File: src/rtl/vend_controller_if.sv
// Bundle between the vend controller and its user/inventory side.
// The master drives the user strobes and the inventory sold_out flag.
interface vend_controller_if;
  logic       coin_valid;
  logic [6:0] coin_value;
  logic [1:0] item_select;
  logic       buy;
  logic       cancel;
  logic       sold_out;
  logic [1:0] sel_item;
  logic       vend_pulse;
  logic [7:0] credit;
  logic       change_valid;
  logic [7:0] change_amount;
  logic       coin_reject;
  logic       err_soldout;
  logic       err_funds;
  logic       busy;

  modport master (
    output coin_valid, coin_value, item_select, buy, cancel, sold_out,
    input  sel_item, vend_pulse, credit, change_valid, change_amount,
           coin_reject, err_soldout, err_funds, busy
  );

  modport slave (
    input  coin_valid, coin_value, item_select, buy, cancel, sold_out,
    output sel_item, vend_pulse, credit, change_valid, change_amount,
           coin_reject, err_soldout, err_funds, busy
  );
endinterface

File: src/rtl/vend_controller.sv
// Coin credit accumulation, purchase check against price and sold-out,
// vend strobe to inventory and change return.
module vend_controller #(
  parameter int unsigned PRICE0     = 75,
  parameter int unsigned PRICE1     = 100,
  parameter int unsigned PRICE2     = 125,
  parameter int unsigned PRICE3     = 150,
  parameter int unsigned MAX_CREDIT = 200
) (
  input logic              clk,
  input logic              rst,
  vend_controller_if.slave bus
);

  typedef enum logic [2:0] {StIdle, StCredit, StCheck, StVend, StChange} state_t;

  state_t     state_q, state_d;
  logic [7:0] credit_q, credit_d;
  logic [7:0] change_amount_q, change_amount_d;
  logic [1:0] sel_q, sel_d;
  logic       vend_q, vend_d;
  logic       change_valid_q, change_valid_d;
  logic       reject_q, reject_d;
  logic       err_sold_q, err_sold_d;
  logic       err_funds_q, err_funds_d;
  logic       busy;

  logic [7:0] price;
  logic [8:0] coin_sum;
  logic       coin_fits;
  logic       coin_ok;
  logic       can_vend;

  always_comb begin
    unique case (sel_q)
      2'd0: price = 8'(PRICE0);
      2'd1: price = 8'(PRICE1);
      2'd2: price = 8'(PRICE2);
      2'd3: price = 8'(PRICE3);
    endcase
  end

  // 9-bit sum so a large coin on top of high credit cannot wrap past the ceiling.
  assign coin_sum  = {1'b0, credit_q} + {2'b00, bus.coin_value};
  assign coin_fits = (coin_sum <= 9'(MAX_CREDIT));
  assign coin_ok   = bus.coin_valid && coin_fits &&
                     ((state_q == StIdle) ||
                      ((state_q == StCredit) && !bus.cancel && !bus.buy));
  assign can_vend  = !bus.sold_out && (credit_q >= price);

  always_ff @(posedge clk or posedge rst) begin
    if (rst) begin
      state_q         <= StIdle;
      credit_q        <= '0;
      change_amount_q <= '0;
      sel_q           <= '0;
      vend_q          <= 1'b0;
      change_valid_q  <= 1'b0;
      reject_q        <= 1'b0;
      err_sold_q      <= 1'b0;
      err_funds_q     <= 1'b0;
    end else begin
      state_q         <= state_d;
      credit_q        <= credit_d;
      change_amount_q <= change_amount_d;
      sel_q           <= sel_d;
      vend_q          <= vend_d;
      change_valid_q  <= change_valid_d;
      reject_q        <= reject_d;
      err_sold_q      <= err_sold_d;
      err_funds_q     <= err_funds_d;
    end
  end

  always_comb begin
    state_d = state_q;
    unique case (state_q)
      StIdle: begin
        if (coin_ok) state_d = StCredit;
      end
      StCredit: begin
        if (bus.cancel)   state_d = StChange;
        else if (bus.buy) state_d = StCheck;
      end
      StCheck:  state_d = can_vend ? StVend : StCredit;
      StVend:   state_d = StChange;
      StChange: state_d = StIdle;
      default:  state_d = StIdle;
    endcase
  end

  always_comb begin
    credit_d        = credit_q;
    sel_d           = sel_q;
    vend_d          = 1'b0;
    err_sold_d      = 1'b0;
    err_funds_d     = 1'b0;
    change_valid_d  = 1'b0;
    change_amount_d = '0;
    reject_d        = bus.coin_valid && !coin_ok;

    if (coin_ok) credit_d = coin_sum[7:0];
    if (state_q inside {StIdle, StCredit}) sel_d = bus.item_select;

    unique case (state_q)
      StCheck: begin
        err_sold_d  = bus.sold_out;
        err_funds_d = !bus.sold_out && (credit_q < price);
        vend_d      = can_vend;
      end
      StVend:   credit_d = credit_q - price;
      StChange: credit_d = '0;
      default: ;
    endcase

    // Change strobe is registered, so it is armed on the way into CHANGE.
    if ((state_d == StChange) && (credit_d != 8'd0)) begin
      change_valid_d  = 1'b1;
      change_amount_d = credit_d;
    end

    busy = state_q inside {StCheck, StVend, StChange};
  end

  assign bus.sel_item      = sel_q;
  assign bus.vend_pulse    = vend_q;
  assign bus.credit        = credit_q;
  assign bus.change_valid  = change_valid_q;
  assign bus.change_amount = change_amount_q;
  assign bus.coin_reject   = reject_q;
  assign bus.err_soldout   = err_sold_q;
  assign bus.err_funds     = err_funds_q;
  assign bus.busy          = busy;

endmodule
File: src/flat_wrapper.sv
// flat-port wrapper written by rule: the top's interface ports become plain ports
module vend_controller_flat 
#(
  parameter int unsigned PRICE0     = 75,
  parameter int unsigned PRICE1     = 100,
  parameter int unsigned PRICE2     = 125,
  parameter int unsigned PRICE3     = 150,
  parameter int unsigned MAX_CREDIT = 200
)
  (clk, rst, bus_coin_valid, bus_coin_value, bus_item_select, bus_buy, bus_cancel, bus_sold_out, bus_sel_item, bus_vend_pulse, bus_credit, bus_change_valid, bus_change_amount, bus_coin_reject, bus_err_soldout, bus_err_funds, bus_busy);
  vend_controller_if bus_i ();
  input logic clk;
  input logic rst;
  input wire logic [$bits(bus_i.coin_valid)-1:0] bus_coin_valid;
  input wire logic [$bits(bus_i.coin_value)-1:0] bus_coin_value;
  input wire logic [$bits(bus_i.item_select)-1:0] bus_item_select;
  input wire logic [$bits(bus_i.buy)-1:0] bus_buy;
  input wire logic [$bits(bus_i.cancel)-1:0] bus_cancel;
  input wire logic [$bits(bus_i.sold_out)-1:0] bus_sold_out;
  output wire logic [$bits(bus_i.sel_item)-1:0] bus_sel_item;
  output wire logic [$bits(bus_i.vend_pulse)-1:0] bus_vend_pulse;
  output wire logic [$bits(bus_i.credit)-1:0] bus_credit;
  output wire logic [$bits(bus_i.change_valid)-1:0] bus_change_valid;
  output wire logic [$bits(bus_i.change_amount)-1:0] bus_change_amount;
  output wire logic [$bits(bus_i.coin_reject)-1:0] bus_coin_reject;
  output wire logic [$bits(bus_i.err_soldout)-1:0] bus_err_soldout;
  output wire logic [$bits(bus_i.err_funds)-1:0] bus_err_funds;
  output wire logic [$bits(bus_i.busy)-1:0] bus_busy;
  assign bus_i.coin_valid = bus_coin_valid;
  assign bus_i.coin_value = bus_coin_value;
  assign bus_i.item_select = bus_item_select;
  assign bus_i.buy = bus_buy;
  assign bus_i.cancel = bus_cancel;
  assign bus_i.sold_out = bus_sold_out;
  assign bus_sel_item = bus_i.sel_item;
  assign bus_vend_pulse = bus_i.vend_pulse;
  assign bus_credit = bus_i.credit;
  assign bus_change_valid = bus_i.change_valid;
  assign bus_change_amount = bus_i.change_amount;
  assign bus_coin_reject = bus_i.coin_reject;
  assign bus_err_soldout = bus_i.err_soldout;
  assign bus_err_funds = bus_i.err_funds;
  assign bus_busy = bus_i.busy;
  vend_controller #(.PRICE0(PRICE0), .PRICE1(PRICE1), .PRICE2(PRICE2), .PRICE3(PRICE3), .MAX_CREDIT(MAX_CREDIT)) u_core (.clk(clk), .rst(rst), .bus(bus_i));
endmodule
File: config.mk
export PLATFORM = sky130hd
export DESIGN_NAME = vend_controller_flat
export DESIGN_NICKNAME = d
export VERILOG_FILES = /design/src/rtl/vend_controller_if.sv /design/src/rtl/vend_controller.sv /design/src/flat_wrapper.sv
export SDC_FILE = /design/constraint.sdc
export NUM_CORES = 1
export LEC_CHECK = 0
export ABC_AREA = 1
export CORE_MARGIN = 3
export CORE_UTILIZATION = 47
export DETAILED_ROUTE_END_ITERATION = 16
export GPL_TIMING_DRIVEN = 0
export PLACE_DENSITY = 0.76
export SYNTH_ARGS = -nofsm -noshare
export SYNTH_HDL_FRONTEND = slang
export SYNTH_SLANG_ARGS = --single-unit
File: constraint.sdc
create_clock -name clk -period 2.8 [get_ports clk]
set_clock_uncertainty 0.2 [all_clocks]
set_input_delay 0.42 -clock clk [delete_from_list [all_inputs] [get_ports clk]]
set_output_delay 0.42 -clock clk [all_outputs]
set_load 0.03 [all_outputs]
# Word level (Yosys, flattened, before mapping)

Index checks and enable logic that the tools add are counted.

Logic and storage cells: 53
Bits in registers: 26
Output and inout port bits: 24
Bits of input ports: 15

Add/subtract/negate cells: 2
Reduce and logical (&&, ||, !) cells: 18
Multiplexer cells: 13
Magnitude comparators: 3
Equality and inequality tests: 8

Operators by type and width:

| operator                                                              | count |
|---|---|
| 8-bit one-hot mux with 4 select lines                                 | 1 |
| 8-bit two-way mux                                                     | 2 |
| 8-bit one-hot mux with 2 select lines                                 | 1 |
| 3-bit one-hot mux with 4 select lines                                 | 1 |
| 8-bit by 7-bit adder with 9-bit output                                | 1 |
| 9-bit by 8-bit <= comparator with 1-bit output, second input constant | 1 |
| 3-bit two-way mux                                                     | 3 |
| 8-bit >= comparator                                                   | 1 |
| 1-bit logical AND                                                     | 8 |
| 8-bit < comparator                                                    | 1 |
| 8-bit nonzero test                                                    | 1 |
| 8-bit subtractor                                                      | 1 |
| 3-bit by 2-bit equality test with 1-bit output, second input constant | 2 |
| 3-bit equality test, second input constant                            | 2 |
| 2-bit equality test, second input constant                            | 2 |
| 1-bit zero test                                                       | 4 |
| 1-bit two-way mux                                                     | 4 |
| 3-bit by 1-bit equality test with 1-bit output, second input constant | 1 |
| 3-bit zero test                                                       | 1 |
| 3-bit nonzero test                                                    | 1 |
| 2-bit by 1-bit equality test with 1-bit output, second input constant | 1 |
| 2-bit zero test                                                       | 1 |
| 2-bit two-way mux                                                     | 1 |
| 2-bit nonzero test                                                    | 1 |
| 1-bit logical OR                                                      | 1 |

# Logic depth before layout (Yosys ltp)

Word-level depth: 10
Depth in mapped cells: 19
Mapped depth without buffers: 19

# Worst setup path before layout

OpenSTA, ideal clock, no wires.

Path type: register to register
From: reg u_core.sel_q[0] (netlist: u_core.bus.sel_item[0])
To: reg u_core.change_amount_q[2] (netlist: u_core.bus.change_amount[2])
Slack: -0.144 ns
Data required time: 2.461 ns
Clock period less this slack: 2.944 ns
Path buffers: 0
Data arrival time: 2.605 ns
Setup time: 0.139 ns
Cell stages (with the launch flop): 15
Cells stage by stage: dfrtp_1 > inv_1 > ha_1 > inv_1 > fa_1 > o31ai_1 > inv_1 > o21ai_0 > a21oi_1 > o21ai_0 > nand2_2 > nor2_1 > nand2_2 > nor2_4 > nor3_1

Elaborated cells on any way between the ends: 15
Those cells by class: add/sub (1); order compare (1); eq/ne (4); mux (5); reduce/logical (4)

RTL lines:

| element                                     | RTL line               | text |
|---|---|---|
| start, declared                             | vend_controller.sv:20  | `logic [1:0] sel_q, sel_d;` |
| start signal, assigned                      | vend_controller.sv:66  | `sel_q <= sel_d;` |
| 2-bit equality test (tied with other cells) | vend_controller.sv:35  | `unique case (sel_q)` |
| 8-bit one-hot mux with 4 select lines (*)   | vend_controller.sv:35  |  |
| 8-bit subtractor (*)                        | vend_controller.sv:111 | `StVend: credit_d = credit_q - price;` |
| 8-bit one-hot mux with 2 select lines (*)   | vend_controller.sv:105 | `unique case (state_q)` |
| named net u_core.credit_d[6]                | vend_controller.sv:18  | `logic [7:0] credit_q, credit_d;` |
| 8-bit nonzero test (*)                      | vend_controller.sv:117 | `if ((state_d == StChange) && (credit_d != 8'd0)) begin` |
| 1-bit logical AND (*)                       | vend_controller.sv:117 |  |
| 8-bit two-way mux (*)                       | vend_controller.sv:117 |  |
| named net u_core.change_amount_d[2]         | vend_controller.sv:19  | `logic [7:0] change_amount_q, change_amount_d;` |
| end signal, assigned                        | vend_controller.sv:65  | `change_amount_q <= change_amount_d;` |
| end, declared                               | vend_controller.sv:19  |  |

Mark *: on every way through the listed nets, which the timed path passes. The rest lies on a longest branch.
A chain may end at the register's enable or synchronous reset.

# Final worst setup path

From: reg u_core.sel_q[0] (netlist: u_core.bus.sel_item[0])
To: reg u_core.change_amount_q[0] (netlist: u_core.bus.change_amount[0])

Same word-level chain as after synthesis.

==> results.md <==
* Status: finished, violations left
* Failing checks: setup timing
* Routability cong. at 0.8627
* Utilization after layout at 73.48%
* Fillers at 291
* Vias per inst at 5.364
* Die ar. at 5114 µm²
* GR met2 Demand/Resource at 35.92%
* Synth Flop Type: dfrtp_1
* DR DRC count at 0
* Critical path's top delay family: simple AND/OR/NAND/NOR gates
* RSZ-0062 raised after global routing: true
* Later-pin clock latency in the skew report at 0.27 ns
* Core area at 4058 µm²
* Layout cell share with drive strength beyond 1 at 34.40%
* DR iter-0 viols at 201
* Post-synthesis mux area share at 0%
* Slew headroom at 34.37%
* DR WL/cell at 15.29 µm
* Sequential cell area fraction in the yosys report at 32.26%
* Initial antenna violation count at 0
* Max incr delay on CP at 0.44 ns
* Peak supply drop at 0.0008419 V
* Grt ovf at 0
* Final Cell Area at 2982 µm²
* Multi-input gate area at 1401 µm²
* Worst Path Buf+Inv at 1
* Power Total at 4.230 mW
* Post-DP HPWL at 3580 µm
* Post-synthesis simple-gate area fraction at 36.35%
* CTS root buf: clkbuf_8
* Main combinational cell family by area after synthesis: simple AND/OR/NAND/NOR gates
* Via count at 2108
* FF+latch count, synth at 26
* CTS Buffer Depth at 2
* Vias in the first global route at 1954
* GR Util met1 at 27.86%
* Kind of critical path: flip-flop to flip-flop
* Max Cap Viol at 0
* Final #Nets at 379
* Post-Place Setup Slack at -0.5194 ns
* Post-Layout Cell Count at 393
* Mapped Avg Cell Area at 7.498 µm²
* Busiest grt layer: met2
* Actual slew at the worst max-slew pin at 0.9834 ns
* TritonCTS Buffers at 3
* Final worst slack at -0.1367 ns
* GRT Total Usage at 21.19%
* Synth Cell Area at 2017 µm²
* Ys async rst share at 100.0%
* Final ANT Viol Nets at 0
* Final setup fails at 6
* Layout area overhead at 47.83%
* # rows at 23
* Clock transition at path regs at 0.09 ns
* Crit-path max FO at 6
* YS warnings at 0
* Crit-path cells: ha_1 -> o21bai_1 -> ha_1 -> inv_1 -> o21ai_0 -> a221oi_2 -> nand3b_1 -> nand3_1 -> nand2_2 -> nor2_2 -> nand2_2 -> nor2_4 -> nor3_2
* Post-synthesis adder-cell area fraction at 13.15%
* Max-slew violations at 0
* Largest net degree at the start of global routing at 27
* CTS tree: built
* Fmax at 340.5 MHz
* Total iterations of the first detailed-routing run at 4
* I/O pin cnt at 39
* GRT met3 Usage at 3.366%
* Synth cell types at 33
* WL final at 6008 µm
* Worst EP arrival at 2.86 ns
* Initial Utilization at 49.71%
* Leak at 1.537 nW
* Critical path required time at 2.72 ns
* Setup TNS at -0.7308 ns
* Post-synth EDFFs at 0
* Die Y at 71.51 µm
* Fin crit share at 104.9%
* Placed inst area at 2467 µm²
* Slowest cell on crit path: dfrtp_2
* Final hold slack at 0.4386 ns
* Pwr/cell area at 1419 nW/µm²
* Cells after synthesis at 269
* Count of final hold-check violations at 0
* Worst Setup End Kind: flip-flop
* H-tree depth at 1
* Port buffer count at 38
* Clock sinks at 26
* Synth Area in Compound Gates at 7.320%
* Min Tclk post-route at 2.937 ns
* Sequential cell area at 653.1 µm²
* Hold crit path type: flip-flop to flip-flop
* ANT cells at 0
* Post-Place Cells at 357
* XOR/XNOR Fraction of Synth Area at 0.8685%
* Global-route wire length before repair at 8804 µm
* Die Wd at 71.51 µm
* Worst Setup Start Kind: flip-flop
* Syn Nets at 304
==> path summary, 6_finish.rpt <==
kind	from	to	slack [ns]	depth (start not counted)
max	u_core.bus.sel_item[0]	u_core.bus.change_amount[0]	-0.14	13
min	u_core.state_q[1]	u_core.state_q[1]	0.44	3
max reg2reg	u_core.bus.sel_item[0]	u_core.bus.change_amount[0]	-0.14	13
min reg2reg	u_core.state_q[1]	u_core.state_q[1]	0.44	3
max in group asynchronous	rst	u_core.bus.sel_item[1]	1.26	2
min in group asynchronous	rst	u_core.bus.change_amount[7]	0.47	2
==> flip-flops by register name, indices dropped and copies added, names as in the netlist <==
register                  count
u_core.bus.err_soldout        1
u_core.bus.err_funds          1
u_core.bus.credit             8
u_core.bus.change_amount      8
u_core.bus.change_valid       1
u_core.state_q                3
u_core.bus.coin_reject        1
u_core.bus.sel_item           2
u_core.bus.vend_pulse         1
==> synth_stat cells (2+ instances only) <==
master,number,area [µm²]
dfrtp_1,26,650.6
nor2_1,13,48.80
nand2_2,14,87.58
o21ai_0,8,40.04
nor2_4,2,22.52
ha_1,18,225.2
nand2_1,60,225.2
inv_1,51,191.4
nor2_2,5,31.28
inv_2,3,11.26
a21oi_1,8,40.04
or2_2,2,12.51
nor3_1,8,40.04
fa_1,2,40.04
nand3_1,26,130.1
nand2_4,2,22.52
nand3_2,3,30.03
o211ai_1,2,15.01
nand4_1,2,12.51
==> metal layers <==
| metal | share of wire [%] | up-vias |
|---|---|---|
| met3 | 5.8 | 24 |
| met2 | 50 | 87 |
| met5 | 0 | - |
| met1 | 40 | 995 |
| li1 | - | 1002 |
| met4 | 3.4 | 0 |
==> area by class of cell <==
cell class / instances / share of cell area [%]
inverters: 54 / 6.798
clock buffers: 4 / 1.846
repair buffers: 68 / 20.35
flip-flops and latches: 26 / 21.91
multi-input cells: 191 / 47.00
well taps: 50 / 2.098
==> worst register-to-register path, cell delays in order (launching register included) <==
cell and delay [ns]:
dfrtp_2 0.44, ha_1 0.27, o21bai_1 0.24, ha_1 0.30
inv_1 0.11, o21ai_0 0.11, a221oi_2 0.32, nand3b_1 0.14
nand3_1 0.12, nand2_2 0.08, nor2_2 0.13, nand2_2 0.09
nor2_4 0.20, nor3_2 0.07
==> cell usage in the layout (no fill, tap or decap), types with 4 or more instances in the layout <==
master / count
nand2_1: 51
o21ai_0: 5
ha_1: 12
clkbuf_8: 4
nand2_2: 24
nor3_2: 5
a21oi_2: 4
nor2_2: 7
buf_4: 30
inv_2: 6
nand3_1: 18
ha_4: 4
nor2_1: 10
a21oi_1: 4
nand3_2: 11
inv_1: 48
dfrtp_1: 24
clkdlybuf4s50_1: 36
==> cells by family (layout without fill, tap and decap cells) <==
family / Yosys count / after routing
simple gates: 142 / 144
fa+ha+maj: 20 / 20
buf+inv: 54 / 126
xor+xnor: 2 / 2
flops: 26 / 26
compound gates: 25 / 25
==> what timing repair did <==
| action | CTS | global route |
|---|---|---|
| setup endpoints to repair | 7 | 10 |
| buffers inserted | 14 | 16 |
| endpoints found under the hold margin | 0 | 0 |
| gates cloned | 2 | 0 |
| hold buffers | 0 | 0 |
| resized for setup | 24 | 29 |
| pin swaps | 17 | 22 |
==> where the power goes <==
part / switching (mW) / leakage (nW) / internal (mW) / total (mW)
clock network: 0.115 / 0.0288 / 0.126 / 0.241
registers: 0.138 / 0.332 / 0.493 / 0.631
logic: 1.94 / 1.18 / 1.42 / 3.36
total: 2.19 / 1.54 / 2.04 / 4.23
(Power assumes the default switching activity.)
